==> src/rtl/mse_metric_acc_if.sv <==
// ---------------------------------------------------------------------------
// mse_metric_acc_if
// Bundle of the sample stream and the result bus of the MSE metric sink.
//   start        : begin a new measurement window
//   in_valid     : approx/exact pair valid this cycle
//   approx/exact : signed FIR outputs (approximate and exact reference)
//   busy         : window in progress
//   done         : one-cycle pulse, results valid
//   sse/mse      : sum / mean of squared error
//   max_abs_err  : largest |approx-exact| seen in the window
//   overflow     : SSE saturated during the window
// master = stream source / result consumer, slave = the metric block.
// ---------------------------------------------------------------------------
interface mse_metric_acc_if #(
  parameter int DATA_W = 16,
  parameter int ACC_W  = 48
);
  logic                     start;
  logic                     in_valid;
  logic signed [DATA_W-1:0] approx;
  logic signed [DATA_W-1:0] exact;
  logic                     busy;
  logic                     done;
  logic [ACC_W-1:0]         sse;
  logic [ACC_W-1:0]         mse;
  logic [DATA_W:0]          max_abs_err;
  logic                     overflow;

  modport master (
    output start, in_valid, approx, exact,
    input  busy, done, sse, mse, max_abs_err, overflow
  );

  modport slave (
    input  start, in_valid, approx, exact,
    output busy, done, sse, mse, max_abs_err, overflow
  );
endinterface

==> src/rtl/mse_metric_acc.sv <==
// ---------------------------------------------------------------------------
// mse_metric_acc
// Streaming error-metric sink. After a start, discards SKIP valid sample
// pairs, then accumulates the squared error of 2**LOG2_N valid pairs and
// reports SSE (saturating), MSE (SSE >> LOG2_N, truncated) and the maximum
// absolute error. done pulses for one cycle when the results are final.
// Ports:
//   clk  : rising-edge clock
//   rst  : synchronous active-high reset (aborts a window, no done)
//   bus  : mse_metric_acc_if slave (stream in, results out)
// ---------------------------------------------------------------------------
module mse_metric_acc #(
  parameter int DATA_W = 16,
  parameter int LOG2_N = 10,
  parameter int SKIP   = 2,
  parameter int ACC_W  = 48
) (
  input  logic           clk,
  input  logic           rst,
  mse_metric_acc_if.slave bus
);

  localparam int SQ_W    = 2 * (DATA_W + 1);
  // One bit wider than either operand so the saturation compare sees the carry.
  localparam int SUM_W   = ((ACC_W > SQ_W) ? ACC_W : SQ_W) + 1;
  localparam int SKIP_CW = (SKIP > 1) ? $clog2(SKIP) : 1;

  typedef enum logic [2:0] {
    S_IDLE,
    S_SKIP,
    S_ACCUM,
    S_DRAIN,
    S_FINISH
  } state_t;

  state_t              state_q, state_d;
  logic [SKIP_CW-1:0]  skip_cnt_q, skip_cnt_d;
  logic [LOG2_N-1:0]   acc_cnt_q, acc_cnt_d;
  logic                p1_valid_q, p1_valid_d;
  logic [DATA_W:0]     p1_abs_q, p1_abs_d;
  logic [ACC_W-1:0]    sse_q, sse_d;
  logic [ACC_W-1:0]    mse_q, mse_d;
  logic [DATA_W:0]     mae_q, mae_d;
  logic                ovf_q, ovf_d;
  logic                busy_q, busy_d;
  logic                done_q, done_d;

  // Difference in DATA_W+1 bits so extreme inputs never wrap.
  logic signed [DATA_W:0] diff;
  logic [DATA_W:0]        abs_in;
  logic [SQ_W-1:0]        sq;
  logic [SUM_W-1:0]       sum;
  logic [SUM_W-1:0]       acc_max_ext;

  assign diff        = {bus.approx[DATA_W-1], bus.approx} - {bus.exact[DATA_W-1], bus.exact};
  assign abs_in      = diff[DATA_W] ? DATA_W'(0) - diff : diff;
  assign sq          = SQ_W'(p1_abs_q) * SQ_W'(p1_abs_q);
  assign sum         = SUM_W'(sse_q) + SUM_W'(sq);
  assign acc_max_ext = SUM_W'({ACC_W{1'b1}});

  always_comb begin
    state_d    = state_q;
    skip_cnt_d = skip_cnt_q;
    acc_cnt_d  = acc_cnt_q;
    p1_valid_d = 1'b0;
    p1_abs_d   = p1_abs_q;
    sse_d      = sse_q;
    mse_d      = mse_q;
    mae_d      = mae_q;
    ovf_d      = ovf_q;
    done_d     = 1'b0;

    // Stage 2: fold the previously registered sample into the results.
    if (p1_valid_q) begin
      if (sum > acc_max_ext) begin
        sse_d = {ACC_W{1'b1}};
        ovf_d = 1'b1;
      end else begin
        sse_d = ACC_W'(sum);
      end
      if (p1_abs_q > mae_q) begin
        mae_d = p1_abs_q;
      end
    end

    case (state_q)
      S_IDLE: begin
        if (bus.start) begin
          sse_d      = '0;
          mse_d      = '0;
          mae_d      = '0;
          ovf_d      = 1'b0;
          skip_cnt_d = '0;
          acc_cnt_d  = '0;
          state_d    = (SKIP == 0) ? S_ACCUM : S_SKIP;
        end
      end
      S_SKIP: begin
        if (bus.in_valid) begin
          if (skip_cnt_q == SKIP_CW'(SKIP - 1)) begin
            state_d = S_ACCUM;
          end else begin
            skip_cnt_d = skip_cnt_q + SKIP_CW'(1);
          end
        end
      end
      S_ACCUM: begin
        if (bus.in_valid) begin
          p1_valid_d = 1'b1;
          p1_abs_d   = abs_in;
          acc_cnt_d  = acc_cnt_q + LOG2_N'(1);
          // Counter wraps to zero exactly on the Nth sample.
          if (acc_cnt_q == {LOG2_N{1'b1}}) begin
            state_d = S_DRAIN;
          end
        end
      end
      S_DRAIN: begin
        state_d = S_FINISH;
      end
      S_FINISH: begin
        mse_d   = sse_q >> LOG2_N;
        done_d  = 1'b1;
        state_d = S_IDLE;
      end
      default: begin
        state_d = S_IDLE;
      end
    endcase

    busy_d = (state_d != S_IDLE);
  end

  always_ff @(posedge clk) begin
    if (rst) begin
      state_q    <= S_IDLE;
      skip_cnt_q <= '0;
      acc_cnt_q  <= '0;
      p1_valid_q <= 1'b0;
      p1_abs_q   <= '0;
      sse_q      <= '0;
      mse_q      <= '0;
      mae_q      <= '0;
      ovf_q      <= 1'b0;
      busy_q     <= 1'b0;
      done_q     <= 1'b0;
    end else begin
      state_q    <= state_d;
      skip_cnt_q <= skip_cnt_d;
      acc_cnt_q  <= acc_cnt_d;
      p1_valid_q <= p1_valid_d;
      p1_abs_q   <= p1_abs_d;
      sse_q      <= sse_d;
      mse_q      <= mse_d;
      mae_q      <= mae_d;
      ovf_q      <= ovf_d;
      busy_q     <= busy_d;
      done_q     <= done_d;
    end
  end

  assign bus.busy        = busy_q;
  assign bus.done        = done_q;
  assign bus.sse         = sse_q;
  assign bus.mse         = mse_q;
  assign bus.max_abs_err = mae_q;
  assign bus.overflow    = ovf_q;

endmodule

==> src/flat_wrapper.sv <==
// flat-port wrapper written by rule: the top's interface ports become plain ports
module mse_metric_acc_flat 
#(
  parameter int DATA_W = 16,
  parameter int LOG2_N = 10,
  parameter int SKIP   = 2,
  parameter int ACC_W  = 48
)
  (clk, rst, bus_start, bus_in_valid, bus_approx, bus_exact, bus_busy, bus_done, bus_sse, bus_mse, bus_max_abs_err, bus_overflow);
  mse_metric_acc_if #(.DATA_W(DATA_W), .ACC_W(ACC_W)) bus_i ();
  input  logic clk;
  input  logic rst;
  input wire logic [$bits(bus_i.start)-1:0] bus_start;
  input wire logic [$bits(bus_i.in_valid)-1:0] bus_in_valid;
  input wire logic [$bits(bus_i.approx)-1:0] bus_approx;
  input wire logic [$bits(bus_i.exact)-1:0] bus_exact;
  output wire logic [$bits(bus_i.busy)-1:0] bus_busy;
  output wire logic [$bits(bus_i.done)-1:0] bus_done;
  output wire logic [$bits(bus_i.sse)-1:0] bus_sse;
  output wire logic [$bits(bus_i.mse)-1:0] bus_mse;
  output wire logic [$bits(bus_i.max_abs_err)-1:0] bus_max_abs_err;
  output wire logic [$bits(bus_i.overflow)-1:0] bus_overflow;
  assign bus_i.start = bus_start;
  assign bus_i.in_valid = bus_in_valid;
  assign bus_i.approx = bus_approx;
  assign bus_i.exact = bus_exact;
  assign bus_busy = bus_i.busy;
  assign bus_done = bus_i.done;
  assign bus_sse = bus_i.sse;
  assign bus_mse = bus_i.mse;
  assign bus_max_abs_err = bus_i.max_abs_err;
  assign bus_overflow = bus_i.overflow;
  mse_metric_acc #(.DATA_W(DATA_W), .LOG2_N(LOG2_N), .SKIP(SKIP), .ACC_W(ACC_W)) u_core (.clk(clk), .rst(rst), .bus(bus_i));
endmodule
==> config.mk <==
export PLATFORM = sky130hd
export DESIGN_NAME = mse_metric_acc_flat
export DESIGN_NICKNAME = d
export VERILOG_FILES = /design/src/rtl/mse_metric_acc_if.sv /design/src/rtl/mse_metric_acc.sv /design/src/flat_wrapper.sv
export SDC_FILE = /design/constraint.sdc
export NUM_CORES = 1
export LEC_CHECK = 0
export BUFFER_PORTS_ARGS = -buffer_cell sky130_fd_sc_hd__buf_2
export CELL_PAD_IN_SITES_DETAIL_PLACEMENT = 1
export CELL_PAD_IN_SITES_GLOBAL_PLACEMENT = 1
export CORE_UTILIZATION = 30
export CTS_CLUSTER_SIZE = 28
export DETAILED_ROUTE_END_ITERATION = 7
export PLACE_DENSITY_LB_ADDON = 0.1
export SLEW_MARGIN = 20
export SYNTH_ARGS = -nofsm -noshare
export SYNTH_HDL_FRONTEND = slang
export SYNTH_SLANG_ARGS = --single-unit
==> constraint.sdc <==
create_clock -name clk -period 16.77 [get_ports clk]
set_input_delay 0 -clock clk [delete_from_list [all_inputs] [get_ports clk]]
set_output_delay 0 -clock clk [all_outputs]
set_load 0.02 [all_outputs]
[Yosys cells after proc, flatten, opt, wreduce, memory -nomap -nowiden]
Index checks and enable logic that the tools add are counted.
Storage, ports and cells
  output and inout bits: 116
  bits in registers: 148
Operators by class
  muxes and demuxes: 30
  bitwise gates (word level): 1
  $add $sub $neg: 5
  multiply operators: 1
  order comparisons: 2
  reductions and logical operators: 10
  equal/unequal tests: 8
Operator list (number)
  $mux W48: 5
  $pmux W48 S2: 1
  $mux W17: 5
  $add A48 B34 Y49: 1
  $gt A49 B48 Y1 const B: 1
  $mul A17 B17 Y34: 1
  $mux W10: 2
  $pmux W10 S2: 1
  $gt A17 B17 Y1: 1
  $sub A1 B17 Y17 const A: 1
  $sub A16 B16 Y17: 1
  $mux W3: 5
  $pmux W3 S4: 1
  $add A10 B1 Y10 const B: 1
  $eq A10 B10 Y1 const B: 1
  $mux W1: 9
  $eq A3 B2 Y1 const B: 2
  $ne A2 B2 Y1 const B: 3
  $reduce_and A3 Y1: 2
  $reduce_bool A2 Y1: 3
  $reduce_and A2 Y1: 2
  $eq A3 B1 Y1 const B: 1
  $eq A3 B3 Y1 const B: 1
  $logic_not A3 Y1: 1
  other kinds (5): 5

[Longest topological paths before layout]
Gate-level depths: netlist (run 1).
  word-level depth: 7
  depth in mapped cells: 27

[Worst setup path before layout (run 1)]
OpenSTA, ideal clock, no wires.
  kind: register to register
  from: reg u_core.p1_abs_q[5]
  to: reg u_core.sse_q[10] (netlist: u_core.bus.sse[10])
  arrival time: 6682 ps
  path buffers: 4
  stages on the path, launching flop included: 25
  setup slack: 9946 ps
  data required time: 16628 ps
  cell sequence: dfxtp_1 clkbuf_1 buf_1 nand2_1 fa_1 inv_1 fa_1 fa_1 fa_1 fa_1 inv_1 fa_1 inv_1 ha_1 clkbuf_1 a21o_1 a21o_1 a2111oi_0 nor3_1 a211o_1 o21ai_1 nand2_1 a21oi_1 buf_2 a221oi_1
On the way
  word-level cells in the longest chain between the ends: 7
RTL lines
  from (decl): line mse_metric_acc.sv:40  | logic [DATA_W:0] p1_abs_q, p1_abs_d;
  from (signal assigned): line mse_metric_acc.sv:152  | p1_abs_q <= p1_abs_d;
  $mul A17 B17 Y34 (*): line mse_metric_acc.sv:57  | assign sq = SQ_W'(p1_abs_q) * SQ_W'(p1_abs_q);
  $add A48 B34 Y49 (*): line mse_metric_acc.sv:58  | assign sum = SUM_W'(sse_q) + SUM_W'(sq);
  $gt A49 B48 Y1: line mse_metric_acc.sv:75  | if (sum > acc_max_ext) begin
  $mux W48 (*): line mse_metric_acc.sv:75
  $mux W48 (*): line mse_metric_acc.sv:74  | if (p1_valid_q) begin
  $mux W48: line mse_metric_acc.sv:88  | if (bus.start) begin
  $mux W48 (*): line mse_metric_acc.sv:86  | case (state_q)
  to (signal assigned): line mse_metric_acc.sv:153  | sse_q <= sse_d;
  to (decl): line mse_metric_acc.sv:41  | logic [ACC_W-1:0] sse_q, sse_d;
Mark *: on every way between the ends. The rest lies on a longest branch, timed or not.
A chain may end at the register's enable or synchronous reset.

[Worst setup path in the final report (run 1)]
  from: reg u_core.p1_abs_q[14]
  to: reg u_core.sse_q[7] (netlist: u_core.bus.sse[7])
On the way
  word-level cells in the longest chain between the ends: 7
RTL lines (line)
  $mul A17 B17 Y34 (*): mse_metric_acc.sv:57
  $add A48 B34 Y49 (*): mse_metric_acc.sv:58
  $gt A49 B48 Y1 (*): mse_metric_acc.sv:75
  $mux W48 (*): mse_metric_acc.sv:75
  $mux W48 (*): mse_metric_acc.sv:74
  $mux W48: mse_metric_acc.sv:88
  $mux W48 (*): mse_metric_acc.sv:86
Marks and branches as above.

==> summary.md, run 1 <==
| Metric | Value |
|---|---|
| Run status | complete, no violations |
| Pre-CTS WS | 8.85 ns |
| R2r setup slk | slightly below 9 ns |
| Clk slew on worst S/H paths | 0.07 ns |
| Register area share after synthesis | between 15 and 20% |
| RSZ-0062 raised after global routing | false |
| Vias | 12900 |
| DRT antenna net count | 0 |
| Initial antenna violation count | 0 |
| Hold Crit Class | input pin to flip-flop |
| Vias in the first global route | approximately 14000 |
| Top post-synthesis cells by area | fa_1 28%, dfxtp_1 17%, ha_1 11% |
| GP Congestion | 0.824 |
| Final Setup Violations | 0 |
| I/O Buffers | 141 |
| Placed standard-cell area | around 0.017 mm² |
| Drt total wl | about 50000 µm |
| Comb pwr share | around 12% |
| Detailed placement HPWL | 39700 µm |
| CP max FO | 30 |
| Crit Path Category | flip-flop to flip-flop |
| Post-layout min period | 7.93 ns |
| Mapped Cells | between 1500 and 2000 |
| First-pass GRT wire length | 79900 µm |
| Post-synth EDFFs | 0 |
| Core Area | approximately 0.053 mm² |
| Hold path depth | 2 |
| Synthesized area | roughly 0.016 mm² |
| Static leakage | just over 9 nW |
| Clock root buffer | clkbuf_16 |
| Final Hold Viols | 0 |
| Register area | 0.00276 mm² |
| Clock skew | 0.0137 ns |
| Setup TNS | 0 ns |
| Total track usage | between 10% and 20% |
| Asr flop ratio synth | 0% |
| Max Cap Viol | 0 |
| Yosys warning count | 0 |
| Sw frac | a little under 30% |
| DR pass1 iterations | 6 |
| Via density | 4.80 |
| Power Density | approximately 46 mW/mm² |
| Routed length per instance | 18.6 µm |
| Worst skew pair latency | ~0.46 ns |
| Die height | around 230 µm |
| Number of CTS-inserted buffers | 17 |
| Critical Path AT | 8.24 ns |
| Multi-input logic area | between 0.01 and 0.015 mm² |
| Ys flop type | dfxtp_1 |
| Leading cell type in the layout, fill and taps excluded | inv_1 |
| Die W | 234 µm |
| Pint | between 0.0005 and 0.0006 W |
| Initial Util | 30.5% |
| Nets | between 2000 and 2500 |
| Clock power share | about 50% |
| Final Cycle Share | 47.3% |
| Synth area leader | fa_1 |
| DRT iter0 DRCs | just over 400 |
| Yosys top cell area share | approximately 28% |
| Largest net degree at the start of global routing | 56 |
| GRT overflow | 0 |
| Setup bufs post-CTS | 0 |
| Rel. slew slack | between 20% and 30% |
| # fillers | approximately 6300 |
| Site Rows | 84 |
| R2R depth | 23 |
| Post-synthesis cell type count | 65 |
| Seq cells post-synth | ~140 |
| Worst endpoint required time | between 15 and 20 ns |
| Top Ports | between 150 and 200 |
| Synthesis-to-finish area growth | 12.5% |
| Max Slew Vio Count | 0 |
| Startpoint types | flip-flop |
| Post-CTS sizing | 0 |
| Highest clock rate | ~130 MHz |
| Clock Path Buffers | 2 |
| Reg power frac | roughly 40% |
| Slew @ Worst Pin | approximately 1.2 ns |
| DRC Markers | 0 |
| Design Area, Final | 0.0181 mm² |
| Max VDD drop | 0.0662 mV |
| CTS tree | yes |
| Clock sinks | roughly 140 |
| Syn_area_per_cell | about 8.6 µm² |
| Die area | between 0.05 and 0.06 mm² |
| H-tree levels | 4 |
| Sw power | 0.000241 W |
| Post-route worst setup slack | slightly below 9 ns |
| Layout cells sized above 1 | a little over a tenth |
| Setup crit end kind | flip-flop |
| Most frequent cells in the layout | 433 x inv_1, 226 x fa_1, 147 x ha_1 |
kinds of logic (layout without fill, tap and decap cells):
group	Yosys count	after routing	share of synthesized area (%)
adders and majority gates	373	373	39.5
buffers and inverters	524	626	12.5
muxes	9	9	0.574
xor gates and xnor gates	76	76	4.17
AOI/OAI and AO/OA	368	368	14.8
DFF	138	138	17.1
other	1	11	0.0232
and+or+nand+nor	386	386	11.3
Yosys cell counts, types with 14 or more instances:
| cell | count |
|---|---|
| inv_1 | 433 |
| fa_1 | 226 |
| ha_1 | 147 |
| nand2_1 | 139 |
| dfxtp_1 | 138 |
| a21oi_1 | 113 |
| nor2_1 | 82 |
| o21ai_0 | 76 |
| clkbuf_1 | 72 |
| and2_1 | 53 |
| a22o_1 | 38 |
| xnor2_1 | 38 |
| xor2_1 | 37 |
| nand3_1 | 33 |
| a21o_1 | 25 |
| a211oi_1 | 17 |
| nor3_1 | 17 |
| a31oi_1 | 14 |
| nand4_1 | 14 |
power groups by stage:
stage               Sequential, W  Combinational, W  Clock, W
finish                   0.000331         0.0000962  0.000408
global route             0.000331          0.000108  0.000438
CTS                      0.000331         0.0000971  0.000425
detailed placement       0.000339         0.0000957         0
global placement         0.000339         0.0000947         0
floorplan                0.000338         0.0000693         0
what timing repair did:
| action | in CTS | in global routing |
|---|---|---|
| endpoints found under the setup margin | 0 | 0 |
| endpoints found under the hold margin | 3 | 0 |
| hold buffers | 4 | 0 |
final timing paths:
kind,endpoint,from
setup reg to reg,u_core.bus.sse[7]$_SDFF_PP0_,u_core.p1_abs_q[14]$_SDFFE_PP0P_
hold reg to reg,u_core.bus.overflow$_SDFF_PP0_,u_core.bus.overflow$_SDFF_PP0_
hold / removal,u_core.state_q[0]$_SDFF_PP0_,rst
setup / recovery,u_core.bus.sse[7]$_SDFF_PP0_,u_core.p1_abs_q[14]$_SDFFE_PP0P_
flip-flops by register name, summed over array words and instances (netlist names):
name / count
u_core.state_q: 3
u_core.bus.overflow: 1
u_core.bus.done: 1
u_core.skip_cnt_q: 1
u_core.bus.busy: 1
u_core.p1_abs_q: 17
u_core.bus.max_abs_err: 17
u_core.acc_cnt_q: 10
u_core.bus.sse: 48
u_core.p1_valid_q: 1
u_core.bus.mse: 38
through the flow:
| stage | hold WS (ns) | utilization, % | power (W) | instances |
|---|---|---|---|---|
| floorplan | 0.233 | - | 0.000407 | 1884 |
| global placement | 0.399 | 33.1 | 0.000433 | 2637 |
| detailed placement | 0.405 | 33.1 | 0.000434 | 2638 |
| CTS | 0.0212 | 34.3 | 0.000853 | 2674 |
| global route | 0.0828 | 34.3 | 0.000877 | 2674 |
| finish | 0.0340 | 34.3 | 0.000835 | 2675 |
worst max-delay path: stages (launching register included):
cell	delay (ns)
dfxtp_1	0.88
inv_1	0.33
nor2_1	0.24
ha_1	0.28
xor2_1	0.25
fa_1	0.47
fa_1	0.51
inv_1	0.05
fa_1	0.46
fa_1	0.55
inv_1	0.06
fa_1	0.53
inv_1	0.04
ha_1	0.39
a21o_1	0.19
a21o_1	0.18
a2111oi_0	0.59
nor3_1	0.12
a211o_1	0.41
o21ai_1	0.30
nand2_1	0.18
a21oi_2	0.16
buf_4	0.38
a221oi_1	0.14
area by class of cell:
cell class | count | area share (%)
Antenna cell | 1 | 0.0138
Clock buffer | 20 | 2.52
Clock inverter | 12 | 0.848
Inverter | 433 | 8.96
Multi-Input combinational cell | 1222 | 62.9
Sequential cell | 138 | 15.2
Tap cell | 688 | 4.74
Timing Repair Buffer | 161 | 4.77
layer usage:
metal | wire [µm] | vias up | global-route usage, %
li1 | - | 6138 | -
met1 | 22400 | 6530 | 24.6
met2 | 25200 | 148 | 34.3
met3 | 1380 | 37 | 3.06
met4 | 737 | 0 | 4.18
met5 | 0 | - | 0
(Power assumes the default switching activity.)
==> inputs of run 2 (changes only) <==
==> constraint.sdc (replaced) <==
create_clock -name clk -period 6.9 [get_ports clk]
set_input_delay 0 -clock clk [delete_from_list [all_inputs] [get_ports clk]]
set_output_delay 0 -clock clk [all_outputs]
set_load 0.02 [all_outputs]
==> run 2 against run 1 <==
  * The flow now finishes with violations (DRC)
  * Hold slack better by 0.0031 ns
  * Clock skew is 0.0027 ns higher
  * Total power is 130% higher
  * Fmax is 20% higher
  * Cell area is 4.7% higher
  * Non-clock buffer count is 99 higher
==> summary.md, run 2 (same netlist as run 1, synthesis figures left out) <==
| Metric | Value |
|---|---|
| Reg2reg start | u_core.p1_abs_q[7]$_SDFFE_PP0P_ (was u_core.p1_abs_q[14]$_SDFFE_PP0P_) |
| R2R depth | 28 (was 23) |
| Max Slew Vio Count | 0 (unchanged) |
| Number of placed instances, taps included | 2731 (was 2638) |
| Critical path's slowest cell | fa_1 (was dfxtp_1) |
| Setup TNS | 0 ns (unchanged) |
| Finished Layout Cells | 2773 (was 2675) |
| Static leakage | 9.72 nW (was 9.20 nW) |
| Clk slew on worst S/H paths | 0.07 ns (about the same) |
| CTS tree | yes (unchanged) |
| Die area | 0.0547 mm² (unchanged) |
| Run status | finished with violations (was complete, no violations) |
| Nets | 2481 (was 2382) |
| CP Capture Point | u_core.bus.sse[21]$_SDFF_PP0_ (was u_core.bus.sse[7]$_SDFF_PP0_) |
| Power Density | 103 mW/mm² (was 46.0 mW/mm²) |
| Site Rows | 84 (unchanged) |
| Crit Path Category | flip-flop to flip-flop (unchanged) |
| Most frequent cells in the layout | 433 x inv_1, 226 x fa_1, 146 x ha_1 (was 433 x inv_1, 226 x fa_1, 147 x ha_1) |
| Final Setup Violations | 0 (unchanged) |
| Hold Crit Class | input pin to flip-flop (unchanged) |
| DRT antenna net count | 0 (unchanged) |
| Max VDD drop | 0.175 mV (was 0.0662 mV) |
| Max reg flops | 48 (unchanged) |
| Clock skew | 0.0164 ns (was 0.0137 ns) |
| GP Congestion | 0.807 (was 0.824) |
| Highest clock rate | 151 MHz (was 126 MHz) |
| Largest net degree at the start of global routing | 47 (was 56) |
| Core Area | 0.0529 mm² (unchanged) |
| DR pass1 iterations | 7 (was 6) |
| Largest stage delay, worst path | 0.58 ns (was 0.88 ns) |
| Initial Util | 30.5% (unchanged) |
| End-of-flow core utilization | 35.9% (was 34.3%) |
| GRT overflow | 0 (unchanged) |
| Die height | 234 µm (unchanged) |
| Final Hold Viols | 0 (unchanged) |
| CP top delay family | adder cells (unchanged) |
| Failing checks | DRC |
| CP bufs+invs | 11 (was 5) |
| DRC Markers | 8 (was 0) |
| Worst skew pair latency | 0.46 ns (about the same) |
| Detailed placement HPWL | 41900 µm (was 39700 µm) |
| Levels on crit path | 28 (was 23) |
| Vias in the first global route | 14500 (was 14200) |
| Clock Path Buffers | 2 (unchanged) |
| Final Cycle Share | 96.1% (was 47.3%) |
| Worst endpoint required time | 7.18 ns (was 17.08 ns) |
| Crit Reg-Reg Endpoint | u_core.bus.sse[21]$_SDFF_PP0_ (was u_core.bus.sse[7]$_SDFF_PP0_) |
| Drt total wl | 51300 µm (was 49700 µm) |
| Initial antenna violation count | 1 (was 0) |
| Top Ports | 152 (unchanged) |
| Clock root buffer | clkbuf_16 (unchanged) |
| Routed length per instance | 18.5 µm (was 18.6 µm) |
| CP Launch Point | u_core.p1_abs_q[7]$_SDFFE_PP0P_ (was u_core.p1_abs_q[14]$_SDFFE_PP0P_) |
| Critical Path AT | 6.91 ns (was 8.24 ns) |
| Startpoint types | flip-flop (unchanged) |
| Leading cell type in the layout, fill and taps excluded | inv_1 (unchanged) |
| Via density | 4.78 (was 4.80) |
| I/O Buffers | 141 (unchanged) |
| Max Cap Viol | 0 (unchanged) |
| DRT iter0 DRCs | 558 (was 405) |
| Synthesis-to-finish area growth | 17.8% (was 12.5%) |
| Total track usage | 19.5% (was 19.4%) |
| Die W | 234 µm (unchanged) |
| Clock sinks | 138 (unchanged) |
| Vias | 13300 (was 12900) |
| Rel. slew slack | 34.8% (was 22.7%) |
| CP max FO | 15 (was 30) |
| Power, Total | 0.00196 W (was 0.000835 W) |
| Post-layout min period | 6.63 ns (was 7.93 ns) |
| Setup crit end kind | flip-flop (unchanged) |
| R2r setup slk | 0.27 ns (was 8.84 ns) |
| H-tree levels | 4 (unchanged) |
| Slew @ Worst Pin | 0.977 ns (was 1.15 ns) |
| Layout cells sized above 1 | 16.2% (was 10.5%) |
| First-pass GRT wire length | 80600 µm (was 79900 µm) |
| Number of CTS-inserted buffers | 17 (unchanged) |
-- run 2: cell count changes in the layout (fill, tap and decap cells not counted), sizes merged --
| cell | before | now |
|---|---|---|
| buf | 157 | 255 |
| inv | 438 | 444 |
| bufinv | 2 | 0 |
| clkbuf | 20 | 18 |
| clkinv | 4 | 2 |
-- run 2: layout make-up --
class | instances | area [µm²]
diodes | 1 | 2.50
clock buffers | 17 | 425
clock inverters | 14 | 124
fillers | 6292 | 33900
inverters | 433 | 1630
multi-input cells | 1222 | 11500
flip-flops and latches | 138 | 2790
well taps | 688 | 861
repair buffers | 260 | 1670
-- run 2: where the power goes --
part	internal, W	switching [W]	total, W
Combinational	0.0000848	0.000158	0.000243
Sequential	0.000798	0.00000386	0.000801
Clock	0.000473	0.000441	0.000914
-- run 2: repair_timing --
item / CTS / global route
gates resized for setup: 7 / 33
hold buffers: 4 / 0
setup endpoints to repair: 20 / 49
gates cloned: 0 / 1
pin swaps: 0 / 4
endpoints found under the hold margin: 2 / 0
setup buffers: 0 / 4
-- run 2: worst min path at each step --
stage                     slack [ns]                              to       from  depth (start not counted)
after global placement          0.39  u_core.skip_cnt_q$_SDFFE_PP0P_  bus_start                          4
after floorplan                 0.23  u_core.skip_cnt_q$_SDFFE_PP0P_  bus_start                          3
final                           0.04  u_core.skip_cnt_q$_SDFFE_PP0P_        rst                          2
after CTS                       0.02  u_core.skip_cnt_q$_SDFFE_PP0P_        rst                          2
after detailed placement        0.40  u_core.skip_cnt_q$_SDFFE_PP0P_  bus_start                          4
after global routing            0.06  u_core.skip_cnt_q$_SDFFE_PP0P_        rst                          2
-- run 2: metal layers --
layer,track usage [%],wire length [µm],vias to the layer above,share of wire (%)
met5,0,0,-,0
met4,4.46,768,0,1.5
met3,3.15,1630,35,3.2
met2,35.2,26300,161,51
met1,24.1,22600,6712,44
li1,-,-,6350,-
-- run 2: worst reg2reg max path: cells and delay by family, from the launching register on --
family,cells,cell delay (ns)
adder cells (fa/ha/maj),7,3.27
AND/OR/NAND/NOR,3,0.36
flip-flops,1,0.41
buffers and inverters,11,1.20
AO/OA/AOI/OAI,7,1.21
-- run 2: stage by stage --
step / hold slack, ns / setup slack [ns] / cell area (µm²)
2_1_floorplan: 0.233 / 0.0765 / 16200
3_3_place_gp: 0.392 / -0.185 / 18200
3_5_place_dp: 0.403 / -0.220 / 18200
4_1_cts: 0.0209 / 0.0117 / 18800
5_1_grt: 0.0643 / -0.00414 / 19000
6_report: 0.0371 / 0.267 / 19000
